File: src/rtl/fifo_reader.sv
// rtl/fifo_reader.sv - FIFO read-side controller feeding a 2-entry skid buffer
// Issues credit-limited reads, buffers returning words and counts delivered words.
module fifo_reader #(
  parameter int DW = 16,
  parameter int CW = 16
) (
  input  logic          CLK,
  input  logic          RST_N,
  input  logic          EN,
  output logic          RD,
  input  logic [DW-1:0] FIFO_DOUT,
  input  logic          FIFO_EMPTY,
  input  logic          FIFO_VALID,
  input  logic          FIFO_UNDER,
  output logic [DW-1:0] OUT_DATA,
  output logic          OUT_VALID,
  input  logic          OUT_READY,
  output logic [CW-1:0] WORD_CNT,
  output logic          ERR
);

  logic [1:0]    r_occ;
  logic          r_inflight;
  logic          r_run;
  logic          r_err;
  logic [DW-1:0] r_buf0;
  logic [DW-1:0] r_buf1;
  logic [CW-1:0] r_word_cnt;

  logic          w_pop;
  logic          w_drop;
  logic [1:0]    w_credit;

  assign w_pop    = (r_occ != 2'd0) && OUT_READY;
  // A pop implies r_occ >= 1, so this never underflows.
  assign w_credit = r_occ + {1'b0, r_inflight} - {1'b0, w_pop};
  // r_run holds off reads until the first edge after reset release.
  assign RD       = RST_N && r_run && EN && !FIFO_EMPTY && (w_credit < 2'd2);
  assign w_drop   = FIFO_VALID && (r_occ == 2'd2) && !w_pop;

  assign OUT_DATA  = r_buf0;
  assign OUT_VALID = (r_occ != 2'd0);
  assign WORD_CNT  = r_word_cnt;
  assign ERR       = r_err;

  always_ff @(posedge CLK or negedge RST_N) begin
    if (!RST_N) begin
      r_occ      <= 2'd0;
      r_inflight <= 1'b0;
      r_run      <= 1'b0;
      r_err      <= 1'b0;
      r_buf0     <= '0;
      r_buf1     <= '0;
      r_word_cnt <= '0;
    end else begin
      r_run      <= 1'b1;
      r_inflight <= RD;
      if (w_pop)
        r_word_cnt <= r_word_cnt + {{(CW-1){1'b0}}, 1'b1};
      if (FIFO_UNDER || (r_inflight != FIFO_VALID) || w_drop)
        r_err <= 1'b1;
      case ({FIFO_VALID, w_pop})
        2'b11: begin
          if (r_occ == 2'd1) begin
            r_buf0 <= FIFO_DOUT;
          end else begin
            r_buf0 <= r_buf1;
            r_buf1 <= FIFO_DOUT;
          end
        end
        2'b01: begin
          r_buf0 <= r_buf1;
          r_occ  <= r_occ - 2'd1;
        end
        2'b10: begin
          if (r_occ == 2'd0) begin
            r_buf0 <= FIFO_DOUT;
            r_occ  <= 2'd1;
          end else if (r_occ == 2'd1) begin
            r_buf1 <= FIFO_DOUT;
            r_occ  <= 2'd2;
          end
        end
        default: ;
      endcase
    end
  end

endmodule

File: config.mk
export PLATFORM = sky130hd
export DESIGN_NAME = fifo_reader
export DESIGN_NICKNAME = d
export VERILOG_FILES = /design/src/rtl/fifo_reader.sv
export SDC_FILE = /design/constraint.sdc
export NUM_CORES = 1
export LEC_CHECK = 0
export CORE_ASPECT_RATIO = 1.25
export CORE_MARGIN = 5
export CORE_UTILIZATION = 52
export DETAILED_ROUTE_END_ITERATION = 16
export PLACE_DENSITY = 0.86
export SLEW_MARGIN = 40
export SYNTH_ARGS = -nofsm -noshare
export SYNTH_HDL_FRONTEND = slang
export SYNTH_SLANG_ARGS = --single-unit
File: constraint.sdc
create_clock -name CLK -period 2.6 [get_ports CLK]
set_input_delay 0.65 -clock CLK [delete_from_list [all_inputs] [get_ports CLK]]
set_output_delay 0.65 -clock CLK [all_outputs]
set_load 0.05 [all_outputs]
==> reports/summary.md <==
## Cells and area
* 29.72% — Layout Area Growth over Synthesis
* 0.001540 mm^2 — area of the multi-input gates
* 21.90% — share of post-route cells with drive strength above 1
* 374 — # nets final
* 0 — ANT cells
* 0.001326 mm^2 — area taken by flip-flops and latches
* 0.003774 mm^2 — final design area excluding fillers
* 371 — fillcell total

## STA
* 0 — max-slew violation count
* 0.8146 ns — Worst Tran Pin Value
* 0.3800 GHz — maximum frequency from static timing analysis
* 0.007700 ns — Post-Route Skew
* 101.2% — Period Utilization, post-route
* 2.631 ns — final critical delay including setup and external delays
* 45.70% — worst max-slew margin expressed relative to the limit
* 1 — Setup violations, final
* yes — RSZ-0062 raised after global routing
* 0 — number of hold violations in the final report
* 0.4721 ns — final hold slack
* -0.03127 ns — final setup margin

## Clock network
* 2 — Max clock buf depth
* clkbuf_8 — clk root buf
* 2 — number of H-tree levels
* 0.31 ns — source-to-sink clock delay at the later pin of the worst-skew pair
* yes — TritonCTS clock tree
* 53 — total number of clock tree sinks
* 0.10 ns — clock slew at the register clock pins of the worst setup and hold paths
* 5 — Inserted Clock Buffers

## Min path
* WORD_CNT[15]$_DFFE_PN0P_ — worst hold path startpoint
* flop to flop — worst hold-check path type

## Pwr
* 1.665 nW — Leak
* 1213 mW/mm^2 — power density normalized to cell area
* 0.7883 mV — maximum VDD drop

## Global routing
* 11130 um — wire length of the first global-routing pass
* 0 — total overflow reported by the global router
* 0 — antenna violations before repair
* 18.63% — global-route total usage across every layer
* 54 — maximum number of pins on one net before global-route repair
* 2350 — number of global-route vias before repair

## Setup path
* flop to primary output — Setup CP Type
* flop — Worst Setup Start Kind
* inv_2 > ha_4 > or2b_1 > nor3_2 > o21bai_4 > mux2_4 > buf_8 — cell chain of the critical path
* 0.40 ns — peak per-stage delay on the critical path
* flip-flops — Top Family by Delay on Critical Path
* r_occ[0]$_DFFE_PN0P_ — Worst R2R Start
* 2 — worst path bufs/invs
* primary output — CP Capture Type
* 1.98 ns — data arrival time of the worst path
* r_occ[0]$_DFFE_PN0P_ — Setup crit start
* 1.95 ns — required time at the worst-slack endpoint
* dfrtp_1 — standard cell with the maximum stage delay on the critical path
* 4 — largest fanout of any net on the critical path

## Outcome
* setup timing — violated checks
* complete, but fails checks — status

## Routing
* 6662 um — final wirelength
* 0 — post-detailed-route DRC marker count
* 5 — first-pass iteration count of the detailed router
* 2327 — number of vias in the routed layout
* 16.21 um — Routed WL per cell
* 0 — antenna violation net count after detailed routing
* 153 — number of violations reported at the end of detailed-routing iteration 0
* 5.662 — routed vias/inst

## Synthesis
* dfrtp_1 46%, mux2_2 9.3%, mux2_4 5.2%, nor2_1 5.0%, a21o_1 4.1% — synth top area cells
* dfrtp_1 — most common flop cell mapped by yosys
* 100.0% — ys async rst share
* 10.50 um^2 — average cell area after synthesis
* 0 — number of enable flip-flop cells after synthesis
* 45.59% — area share of the largest cell type after synthesis
* 53 — Synth Register Bits
* 277 — Cells after Synth
* dfrtp_1 — cell taking the most area after synthesis
* 53 x dfrtp_1, 39 x nor2_1, 24 x mux2_2 — top cell types by occurrence after synthesis
* 305 — syn_nets
* dfrtp_1 — most frequently used cell type in the post-synthesis netlist
* 41 — number of unique standard cell types used by synthesis
* 0.002909 mm^2 — mapped cell area
* 45.59% — proportion of synthesized chip area in sequential cells
* 0 — Syn. warnings

## Floorplan
* 30 — Placement Rows
* 93.63 um — Chip Height
* 0.007200 mm^2 — die footprint
* 0.005443 mm^2 — core footprint
* 53.45% — initial standard-cell utilization of the core
* 58 — number of top-level pins
* 76.90 um — horizontal extent of the die

## Placed design
* 0.003557 mm^2 — instance area after placement
* 57 — IO buf count
* 0.8017 — RePlAce Congestion
* 4268 um — hpwl dp

## Flow run
* 0 — count of max-cap constraint violations

final timing paths:
| check | to | slack [ns] | cells after the start |
|---|---|---|---|
| setup reg to reg | OUT_DATA[13]$_DFFE_PN0P_ | 0.44 | 7 |
| hold reg to reg | WORD_CNT[15]$_DFFE_PN0P_ | 0.47 | 1 |
| max in group asynchronous | OUT_DATA[11]$_DFFE_PN0P_ | 1.66 | 2 |
| min in group asynchronous | WORD_CNT[10]$_DFFE_PN0P_ | 0.48 | 2 |
| setup / recovery | RD | -0.03 | 7 |
| hold / removal | WORD_CNT[15]$_DFFE_PN0P_ | 0.47 | 1 |
worst register-to-register path: cells and delay by family, from the launching register on:
kind                       cells  cell delay (ns)
AOI/OAI and AO/OA              2             0.89
adders and majority gates      1             0.17
buffers and inverters          2             0.32
DFF                            1             0.40
and+or+nand+nor                2             0.32
repair_timing:
action / 4_1_cts / 5_1_grt
buffers inserted: 3 / 7
endpoints found under the setup margin: 1 / 1
gates resized for setup: 10 / 4
pin swaps: 3 / 4
hold buffers: 0 / 0
through the flow:
step                total power, mW  setup WS, ns  util (%)  setup TNS [ns]  instances
detailed placement            3.917       -0.2725     65.36         -0.7565        393
finish                        4.576      -0.03127     69.33        -0.03127        411
CTS                           4.463      -0.03500     67.91        -0.03500        404
global placement              3.855       -0.2320     65.36         -0.7814        393
floorplan                     3.209        0.3459         -               0        277
global route                  4.857       -0.1047     69.33         -0.1047        411
cells by family (layout without fill, tap and decap cells):
logic type               Yosys count  in the layout  synth area share [%]
adder cells (fa/ha/maj)            5              5                 2.151
flip-flops                        53             53                 45.59
other                              1              1                0.1289
AND/OR/NAND/NOR                   93             93                 16.65
multiplexers                      36             36                 15.14
XOR/XNOR                          15             15                 4.516
buffers and inverters             18             88                 3.011
AO/OA/AOI/OAI                     56             56                 12.82
final cells by class:
type / instances / area share [%]
clock buffer: 6 / 1.923
clock inverter: 2 / 0.3979
inverter: 4 / 0.4642
multi-input combinational: 206 / 40.82
sequential: 53 / 35.15
tap: 64 / 2.122
timing repair buffer: 76 / 19.13
metal layers:
layer  part of all wire [%]  global-route usage, %
met2                     50                  32.44
met4                   0.99                  4.956
met3                    5.3                  3.757
met5                      0                      0
met1                     43                  23.45
state kept, by name, indices dropped and copies added, names as in the netlist:
register    flops
OUT_DATA       16
WORD_CNT       16
r_buf1         16
r_occ           2
ERR             1
r_inflight      1
r_run           1
report_power, final:
| part | switching (mW) | internal [mW] |
|---|---|---|
| clock | 0.285 | 0.191 |
| sequential | 0.251 | 1.15 |
| combinational | 1.50 | 1.20 |
layout by cell type (no fill, tap or decap), drive strengths merged:
master / n
dfrtp: 53
nor3: 2
nand4b: 2
a21o: 16
and3: 1
nor4: 1
or2: 1
a21boi: 1
dlygate4sd2: 1
nand4: 3
or2b: 1
mux2i: 2
ha: 5
buf: 22
nand2: 13
a22oi: 16
nor4bb: 1
o21ai: 18
nand2b: 3
o21bai: 1
clkdlybuf4s50: 53
clkinv: 1
mux2: 34
xor2: 3
clkinvlp: 2
nand3b: 1
nor3b: 1
xnor2: 12
a21oi: 4
nor2b: 18
clkbuf: 6
conb: 1
nor2: 39
inv: 3
nand3: 5
and4: 1
(Power assumes the default switching activity.)
